$ cat config.mk
export PLATFORM = sky130hd
export DESIGN_NAME = iq_nco
export DESIGN_NICKNAME = d
export VERILOG_FILES = /design/src/rtl/nco_pkg.sv /design/src/rtl/idx_to_qsin_addr.sv /design/src/rtl/nco_phase_acc.sv /design/src/rtl/qsin_lut_2p.sv /design/src/rtl/qsin_to_sin.sv /design/src/rtl/iq_nco.sv
export SDC_FILE = /design/constraint.sdc
export NUM_CORES = 1
export LEC_CHECK = 0
export ABC_AREA = 1
export BUFFER_PORTS_ARGS = -buffer_cell sky130_fd_sc_hd__buf_2
export CAP_MARGIN = 20
export CORE_UTILIZATION = 30
export CTS_BUF_LIST = sky130_fd_sc_hd__clkbuf_8
export DETAILED_ROUTE_END_ITERATION = 7
export PLACE_DENSITY = 0.45
export SLEW_MARGIN = 20
export SYNTH_ARGS = -nofsm -noshare
export SYNTH_HDL_FRONTEND = slang
export SYNTH_HIERARCHICAL = 1
export SYNTH_SLANG_ARGS = --single-unit
$ cat constraint.sdc
create_clock -name clk -period 2.8 [get_ports clk]
set_input_delay 0.42 -clock clk [delete_from_list [all_inputs] [get_ports clk]]
set_output_delay 0.42 -clock clk [all_outputs]
set_load 0.02 [all_outputs]
$ cat src/rtl/nco_pkg.sv
// Shared constants and types for the I/Q numerically controlled oscillator.
package nco_pkg;
  localparam int NCO_LAT = 3;
  typedef enum logic [1:0] {QUAD_0, QUAD_1, QUAD_2, QUAD_3} quad_e;
endpackage

$ cat src/rtl/idx_to_qsin_addr.sv
// Folds a full-cycle table index into a quarter-sine address plus quadrant.
module idx_to_qsin_addr
  import nco_pkg::*;
#(
  parameter int ABITS = 10
) (
  input  logic [ABITS-1:0] idx,
  output logic [ABITS-3:0] addr,
  output quad_e            quad,
  output logic             peak
);
  logic [ABITS-3:0] frac;
  logic             mirror;

  assign frac   = idx[ABITS-3:0];
  assign mirror = idx[ABITS-2];
  assign quad   = quad_e'(idx[ABITS-1:ABITS-2]);
  assign addr   = mirror ? -frac : frac;
  // The mirrored point at frac==0 lands one past the table end: the peak.
  assign peak   = mirror && (frac == '0);
endmodule

$ cat src/rtl/nco_phase_acc.sv
// Phase accumulator with tuning-word register, clear/load handling and phase offset.
module nco_phase_acc #(
  parameter int PW = 32,
  parameter int OW = 10
) (
  input  logic          clk,
  input  logic          rst,
  input  logic [PW-1:0] ftw,
  input  logic          ftw_load,
  input  logic [PW-1:0] phase_off,
  input  logic          phase_clr,
  input  logic          next_sample,
  output logic [OW-1:0] phase,
  output logic          phase_valid,
  output logic [PW-1:0] acc
);
  logic [PW-1:0] acc_reg;
  logic [PW-1:0] ftw_reg;
  logic [PW-1:0] base;
  logic [PW-1:0] sample_phase;

  // A clear takes effect before both the lookup and the step of the same cycle.
  assign base         = phase_clr ? '0 : acc_reg;
  assign sample_phase = base + phase_off;
  assign phase        = sample_phase[PW-1 -: OW];
  assign phase_valid  = next_sample;
  assign acc          = acc_reg;

  always_ff @(posedge clk) begin
    if (!rst) begin
      acc_reg <= '0;
      ftw_reg <= '0;
    end else begin
      if (ftw_load) ftw_reg <= ftw;
      if (phase_clr || next_sample) acc_reg <= base + (next_sample ? ftw_reg : '0);
    end
  end
endmodule

$ cat src/rtl/qsin_lut_2p.sv
// Dual-read quarter-sine ROM with registered outputs; contents built at elaboration.
module qsin_lut_2p #(
  parameter int DW    = 16,
  parameter int AW    = 8,
  parameter int SCALE = 2**(DW-1)-1
) (
  input  logic          clk,
  input  logic [AW-1:0] addr1,
  input  logic [AW-1:0] addr2,
  output logic [DW-1:0] data1,
  output logic [DW-1:0] data2
);
  localparam int  DEPTH   = 2**AW;
  localparam real HALF_PI = 1.5707963267948966;

  logic [DW-1:0] rom [DEPTH];

  // Taylor series keeps the table free of tool-specific math builtins.
  function automatic logic [DW-1:0] qsin(input int k);
    real x;
    real term;
    real sum;
    x    = HALF_PI * k / DEPTH;
    term = x;
    sum  = x;
    for (int n = 1; n < 12; n++) begin
      term = -term * x * x / ((2 * n) * (2 * n + 1));
      sum  = sum + term;
    end
    return DW'($rtoi(sum * SCALE + 0.5));
  endfunction

  for (genvar gi = 0; gi < DEPTH; gi++) begin : g_rom
    assign rom[gi] = qsin(gi);
  end

  always_ff @(posedge clk) begin
    data1 <= rom[addr1];
    data2 <= rom[addr2];
  end
endmodule

$ cat src/rtl/qsin_to_sin.sv
// Rebuilds a signed sine sample from a quarter-table magnitude and quadrant.
module qsin_to_sin
  import nco_pkg::*;
#(
  parameter int DW    = 16,
  parameter int SCALE = 2**(DW-1)-1
) (
  input  logic [DW-1:0]        mag,
  input  quad_e                quad,
  input  logic                 peak,
  input  logic                 neg,
  output logic signed [DW-1:0] sample
);
  logic signed [DW-1:0] m;
  logic signed [DW-1:0] s;

  always_comb begin
    m      = peak ? DW'(SCALE) : mag;
    s      = (quad == QUAD_2 || quad == QUAD_3) ? -m : m;
    sample = neg ? -s : s;
  end
endmodule

$ cat src/rtl/iq_nco.sv
// Programmable I/Q NCO: phase accumulator -> quarter-sine lookup -> signed I/Q, latency 3.
module iq_nco
  import nco_pkg::*;
#(
  parameter int DW    = 16,
  parameter int PW    = 32,
  parameter int ABITS = 10,
  parameter int SCALE = 2**(DW-1)-1
) (
  input  logic          clk,
  input  logic          rst,
  input  logic [PW-1:0] ftw,
  input  logic          ftw_load,
  input  logic [PW-1:0] phase_off,
  input  logic          phase_clr,
  input  logic          q_neg,
  input  logic          next_sample,
  output logic [DW-1:0] inphase_sample,
  output logic [DW-1:0] quadrature_sample,
  output logic          out_valid,
  output logic [PW-1:0] phase_out
);
  localparam int AW = ABITS - 2;

  logic [ABITS-1:0]     q_idx;
  logic                 phase_valid;
  logic [ABITS-1:0]     idx        [2];
  logic [AW-1:0]        addr_c     [2];
  quad_e                quad_c     [2];
  logic                 peak_c     [2];
  logic [AW-1:0]        addr_s1    [2];
  quad_e                quad_s1    [2];
  logic                 peak_s1    [2];
  quad_e                quad_s2    [2];
  logic                 peak_s2    [2];
  logic [DW-1:0]        lut_d      [2];
  logic signed [DW-1:0] sample_c   [2];
  logic signed [DW-1:0] sample_reg [2];
  logic                 neg_s1;
  logic                 neg_s2;
  logic [NCO_LAT-1:0]   valid_pipe;

  nco_phase_acc #(.PW(PW), .OW(ABITS)) u_acc (
    .clk(clk), .rst(rst), .ftw(ftw), .ftw_load(ftw_load), .phase_off(phase_off),
    .phase_clr(phase_clr), .next_sample(next_sample), .phase(q_idx),
    .phase_valid(phase_valid), .acc(phase_out)
  );

  // Lane 0 is I (cos = sin shifted a quarter cycle ahead), lane 1 is Q.
  assign idx[0] = q_idx + ABITS'(2**(ABITS-2));
  assign idx[1] = q_idx;

  qsin_lut_2p #(.DW(DW), .AW(AW), .SCALE(SCALE)) u_lut (
    .clk(clk), .addr1(addr_s1[0]), .addr2(addr_s1[1]), .data1(lut_d[0]), .data2(lut_d[1])
  );

  for (genvar gi = 0; gi < 2; gi++) begin : g_lane
    idx_to_qsin_addr #(.ABITS(ABITS)) u_addr (
      .idx(idx[gi]), .addr(addr_c[gi]), .quad(quad_c[gi]), .peak(peak_c[gi])
    );
    qsin_to_sin #(.DW(DW), .SCALE(SCALE)) u_sin (
      .mag(lut_d[gi]), .quad(quad_s2[gi]), .peak(peak_s2[gi]),
      .neg(gi == 1 ? neg_s2 : 1'b0), .sample(sample_c[gi])
    );
  end

  always_ff @(posedge clk) begin
    if (!rst) begin
      valid_pipe <= '0;
      neg_s1     <= 1'b0;
      neg_s2     <= 1'b0;
      for (int i = 0; i < 2; i++) begin
        addr_s1[i]    <= '0;
        quad_s1[i]    <= QUAD_0;
        peak_s1[i]    <= 1'b0;
        quad_s2[i]    <= QUAD_0;
        peak_s2[i]    <= 1'b0;
        sample_reg[i] <= '0;
      end
    end else begin
      valid_pipe <= {valid_pipe[NCO_LAT-2:0], phase_valid};
      neg_s1     <= q_neg;
      neg_s2     <= neg_s1;
      for (int i = 0; i < 2; i++) begin
        addr_s1[i] <= addr_c[i];
        quad_s1[i] <= quad_c[i];
        peak_s1[i] <= peak_c[i];
        quad_s2[i] <= quad_s1[i];
        peak_s2[i] <= peak_s1[i];
        // Outputs only move on a valid sample and hold otherwise.
        if (valid_pipe[NCO_LAT-2]) sample_reg[i] <= sample_c[i];
      end
    end
  end

  assign out_valid         = valid_pipe[NCO_LAT-1];
  assign inphase_sample    = sample_reg[0];
  assign quadrature_sample = sample_reg[1];
endmodule

Word-level counts from Yosys, hierarchy flattened
Memories as Yosys holds them, arrays and structs flattened. A register that Yosys moved wholly into a read port is not among the register bits.
Index checks and enable logic that the tools add are counted.
{ "word_totals": {"ff_bits": 69, "ram_bits": 60, "romBits": 8192, "inputBits": 70, "out_inout_bits": 65, "elab_cells": 72, "n_memories": 8} }
{ "mem_list": {"columns": ["name", "words", "word_bits", "read_ports", "rd_clocked_by_memory_dff", "write_ports", "line", "source"], "rows": [
  ["(name not given)", 256, 16, 1, 1, 0, "qsin_lut_2p.sv:38", "data1 <= rom[addr1];"],
  ["(name not given)", 256, 16, 1, 1, 0, "qsin_lut_2p.sv:39", "data2 <= rom[addr2];"],
  ["sample_reg", 2, 16, 2, 0, 2, "iq_nco.sv:38", "logic signed [DW-1:0] sample_reg [2];"],
  ["addr_s1", 2, 8, 2, 0, 2, "iq_nco.sv:31", "logic [AW-1:0] addr_s1 [2];"],
  ["quad_s1", 2, 2, 2, 0, 2, "iq_nco.sv:32", "quad_e quad_s1 [2];"],
  ["quad_s2", 2, 2, 2, 0, 2, "iq_nco.sv:34", "quad_e quad_s2 [2];"],
  ["+2 memories", null, null, null, null, null, null, null]
]} }
{ "classes": {"add_sub_neg": 8, "n_eq_ne": 4, "muxes": 26, "bitwise_logic": 14, "n_reduce_logical": 7} }
{ "op_table": {"columns": ["op", "n"], "rows": [
  ["two-way mux 16 bit", 7],
  ["adder 32 bit", 2],
  ["two-way mux 32 bit", 2],
  ["negator 16 bit", 3],
  ["two-way mux 8 bit", 4],
  ["NOT 8 -> 9 bit", 2],
  ["logical NOT 8 bit", 2],
  ["negator 8 bit", 2],
  ["bitwise OR 1 bit", 12],
  ["adder 10 x 9 -> 10 bit, second input constant", 1],
  ["two-way mux 1 bit", 9],
  ["equality test 2 bit, second input constant", 4],
  ["two-way mux 2 bit", 4],
  ["logical OR 1 bit", 3],
  ["logical AND 1 bit", 2]
]} }

Longest topological paths before layout
An unclocked memory read counts as a cell.
{ "depth": {"word_depth": 7, "depth_mapped": 24, "mapped_depth_nobuf": 24} }

Hierarchy
The synthesis kept the hierarchy.
{ "modules_own_cells": {"columns": ["mod", "n_inst", "cells_per_inst", "area_each_um2", "seq_area_each_um2"], "rows": [
  ["qsin_lut_2p", 1, 1650, 8267.9, 600.6],
  ["nco_phase_acc", 1, 1264, 6796.5, 1281.2],
  ["iq_nco", 1, 210, 2333.5, 1621.6],
  ["qsin_to_sin", 2, 186, 1051.0, 0.0],
  ["idx_to_qsin_addr", 2, 45, 231.5, 0.0]
]} }

Worst setup path before layout
OpenSTA, ideal clock, no wires.
{ "synth_timing": {"path_kind": "input-to-reg", "start": "in phase_clr", "end": "mem addr_s1[1][2], in the netlist addr_s1[0][10]", "setup_ps": 109, "arrival_ps": 2839, "required_ps": 2691, "slack_ps": -148, "cell_stages": 20, "path_buffers": 3, "path_cell_list": "buf_6 buf_6 clkbuf_1 nor2_1 ha_1 nand2_1 nor2_1 inv_1 nor2_1 nand3_1 nand3_1 xor2_1 inv_1 ha_1 inv_1 nand2_1 xor2_1 inv_1 nand2_1 inv_1"} }
{ "synth_rtl": {"columns": ["element", "line", "source"], "rows": [
  ["from (decl)", "iq_nco.sv:15", "input logic phase_clr,"],
  ["to (decl)", "iq_nco.sv:31", null]
]} }

==> impl_metrics.py <==
metrics = {
    "setup_path": {
        "crit_required_ns": 3.25,
        "r2r_cells": 18,
        "r2r_end": "addr_s1[0][13]$_SDFF_PN0_",
        "end_kind": "register",
        "r2r_setup_slack_ns": 0.22,
        "crit_arrival_ns": 3.03,
        "critPathMaxFanout": 10,
        "critPathKind": "register to register",
        "worstSetupStartpointType": "register",
        "timing.rr.start": "u_acc/acc[21]$_SDFFE_PN0P_",
    },
    "sta": {
        "tightestPinTransition_ns": 1.10,
        "clock.fmax_mhz": 388,
        "slew_viol_final": 0,
        "slew-limit-headroom": 0.261,
        "fin_crit_sh": 0.921,
        "fin_crit_ns": 2.58,
        "worst_slack_ns": 0.222,
        "worst_clock_skew_ns": 0.0319,
        "hold_violations": 0,
        "hold_slack_ns": 0.0879,
        "setup_viol": 0,
    },
    "route": {
        "met3_wirelength_um": 7180,
        "wl_per_cell_um": 18.2,
        "wl_met1_um": 37500,
        "num_vias": 23700,
        "ant_nets": 0,
        "post-route-drc-count": 0,
        "drt_iter0_markers": 2598,
        "viasPerCell": 5.07,
        "routed_wl_um": 85200,
        "top_layer": "met5",
        "dr.pass1.iters": 6,
        "wl_met2_um": 37200,
    },
    "cts": {
        "cts_tree": "built",
        "cts_root_buffer": "clkbuf_8",
        "clk-insertion-delay-late_ns": 0.56,
        "numCtsBuffers": 17,
        "cts_max_level": 4,
        "cts.sinks": 155,
        "path_clk_slew_ns": 0.11,
        "cts.path.max_buffers": 2,
    },
    "finish": {
        "final_common_cell": "nand2_1",
        "nets": 3958,
        "final_cell_mix": "1188 x nand2_1, 425 x inv_1, 390 x nand3_1",
        "area_delta_synth_final_pct": 15.5,
        "design_area_um2": 22900,
        "layout-drive-gt1-share": 0.168,
    },
    "job": {
        "cap_violations": 0,
    },
    "placement": {
        "io_buffers": 134,
        "placed_area_um2": 22400,
        "place_ws_ns": -0.209,
        "hpwlAfterDp_um": 67400,
        "globalplace.congestion": 0.993,
    },
    "floorplan": {
        "die_w_um": 259,
        "ios": 135,
        "core_area_um2": 64900,
        "initial_core_util": 0.306,
        "dieHeight_um": 259,
        "die-area_um2": 67200,
        "rows": 93,
    },
    "worst_hold_path": {
        "hold_class": "input port to register",
        "hold_end": "u_acc/ftw_reg[11]$_SDFFE_PN0P_",
        "hold_depth": 3,
        "min_from": "ftw[11]",
    },
    "global_routing": {
        "grt_max_degree": 51,
        "first_global_vias": 22600,
        "antenna_found_initial": 3,
        "grt_pass1_wl_um": 132000,
        "overflow": 0,
        "track_usage": 0.254,
    },
    "pwr": {
        "p_per_area_nw_per_um2": 582,
        "ir_drop_mv": 0.329,
        "p_leak_uw": 0.0124,
        "p_total_uw": 13300,
    },
    "logic_synthesis": {
        "yosys_warnings": 6,
        "synth.avg_cell_area_um2": 5.55,
        "syn_inst": 3572,
        "netlist_area_um2": 19800,
    },
    "run_status": {
        "status": "completed",
    },
}
==> repair_timing <==
action / in CTS / in global routing
hold buffers: 0 / 0
setup endpoints to repair: 0 / 17
resized for setup: 0 / 47
buffers inserted: 0 / 2
==> critical path: stages, from the launching register on <==
cell and delay (ns):
dfxtp_1 0.36, inv_1 0.09, nor2_1 0.16, ha_1 0.28
a21oi_1 0.22, o21ai_0 0.17, a21oi_1 0.15, o21ai_1 0.10
a21oi_1 0.20, nand2_1 0.08, nand2_1 0.06, nand2_1 0.08
buf_4 0.18, o21ai_0 0.10, nand2_1 0.08, nand2_1 0.05
nand2_1 0.04, nand2_1 0.06, inv_1 0.03
==> layout make-up <==
| type | count | area (um2) |
|---|---|---|
| antenna | 2 | 5.00 |
| multi-input combinational | 2808 | 13800 |
| timing repair buffer | 365 | 2480 |
| clock inverter | 15 | 139 |
| clock buffer | 17 | 234 |
| tap | 855 | 1070 |
| sequential | 155 | 3440 |
| inverter | 456 | 1720 |
| fill | 7404 | 42000 |
==> power by group <==
| part | total [uW] | internal, uW | switching, uW |
|---|---|---|---|
| clock network | 1750 | 717 | 1030 |
| logic | 8580 | 2720 | 5870 |
| registers | 3010 | 2640 | 370 |
| total | 13300 | 6070 | 7270 |
==> stage by stage <==
stage / instances / setup TNS (ns) / util
after floorplan: 3573 / 0 / -
after global placement: 4637 / -1.96 / 0.345
after detailed placement: 4637 / -2.59 / 0.345
after CTS: 4669 / 0 / 0.351
after global routing: 4673 / -0.0189 / 0.353
final: 4673 / 0 / 0.353
==> per-layer routing <==
layer | vias to the layer above | global-route usage
met3 | 193 | 0.0438
met1 | 10600 | 0.343
met5 | - | 0
met2 | 1070 | 0.397
met4 | 2 | 0.105
li1 | 11800 | -
==> how the worst max path moves through the flow <==
stage	startpoint	to	slack (ns)	cells after the start
6_report	u_acc/acc[21]$_SDFFE_PN0P_	addr_s1[0][13]$_SDFF_PN0_	0.22	18
5_1_grt	u_acc/acc[20]$_SDFFE_PN0P_	addr_s1[0][7]$_SDFF_PN0_	-0.01	19
2_1_floorplan	phase_clr	addr_s1[0][10]$_SDFF_PN0_	0.01	20
3_5_place_dp	phase_clr	addr_s1[0][5]$_SDFF_PN0_	-0.21	17
3_3_place_gp	phase_clr	addr_s1[0][5]$_SDFF_PN0_	-0.19	17
4_1_cts	u_acc/acc[6]$_SDFFE_PN0P_	addr_s1[0][2]$_SDFF_PN0_	0.08	21
Power figures use the tool's default switching activity.
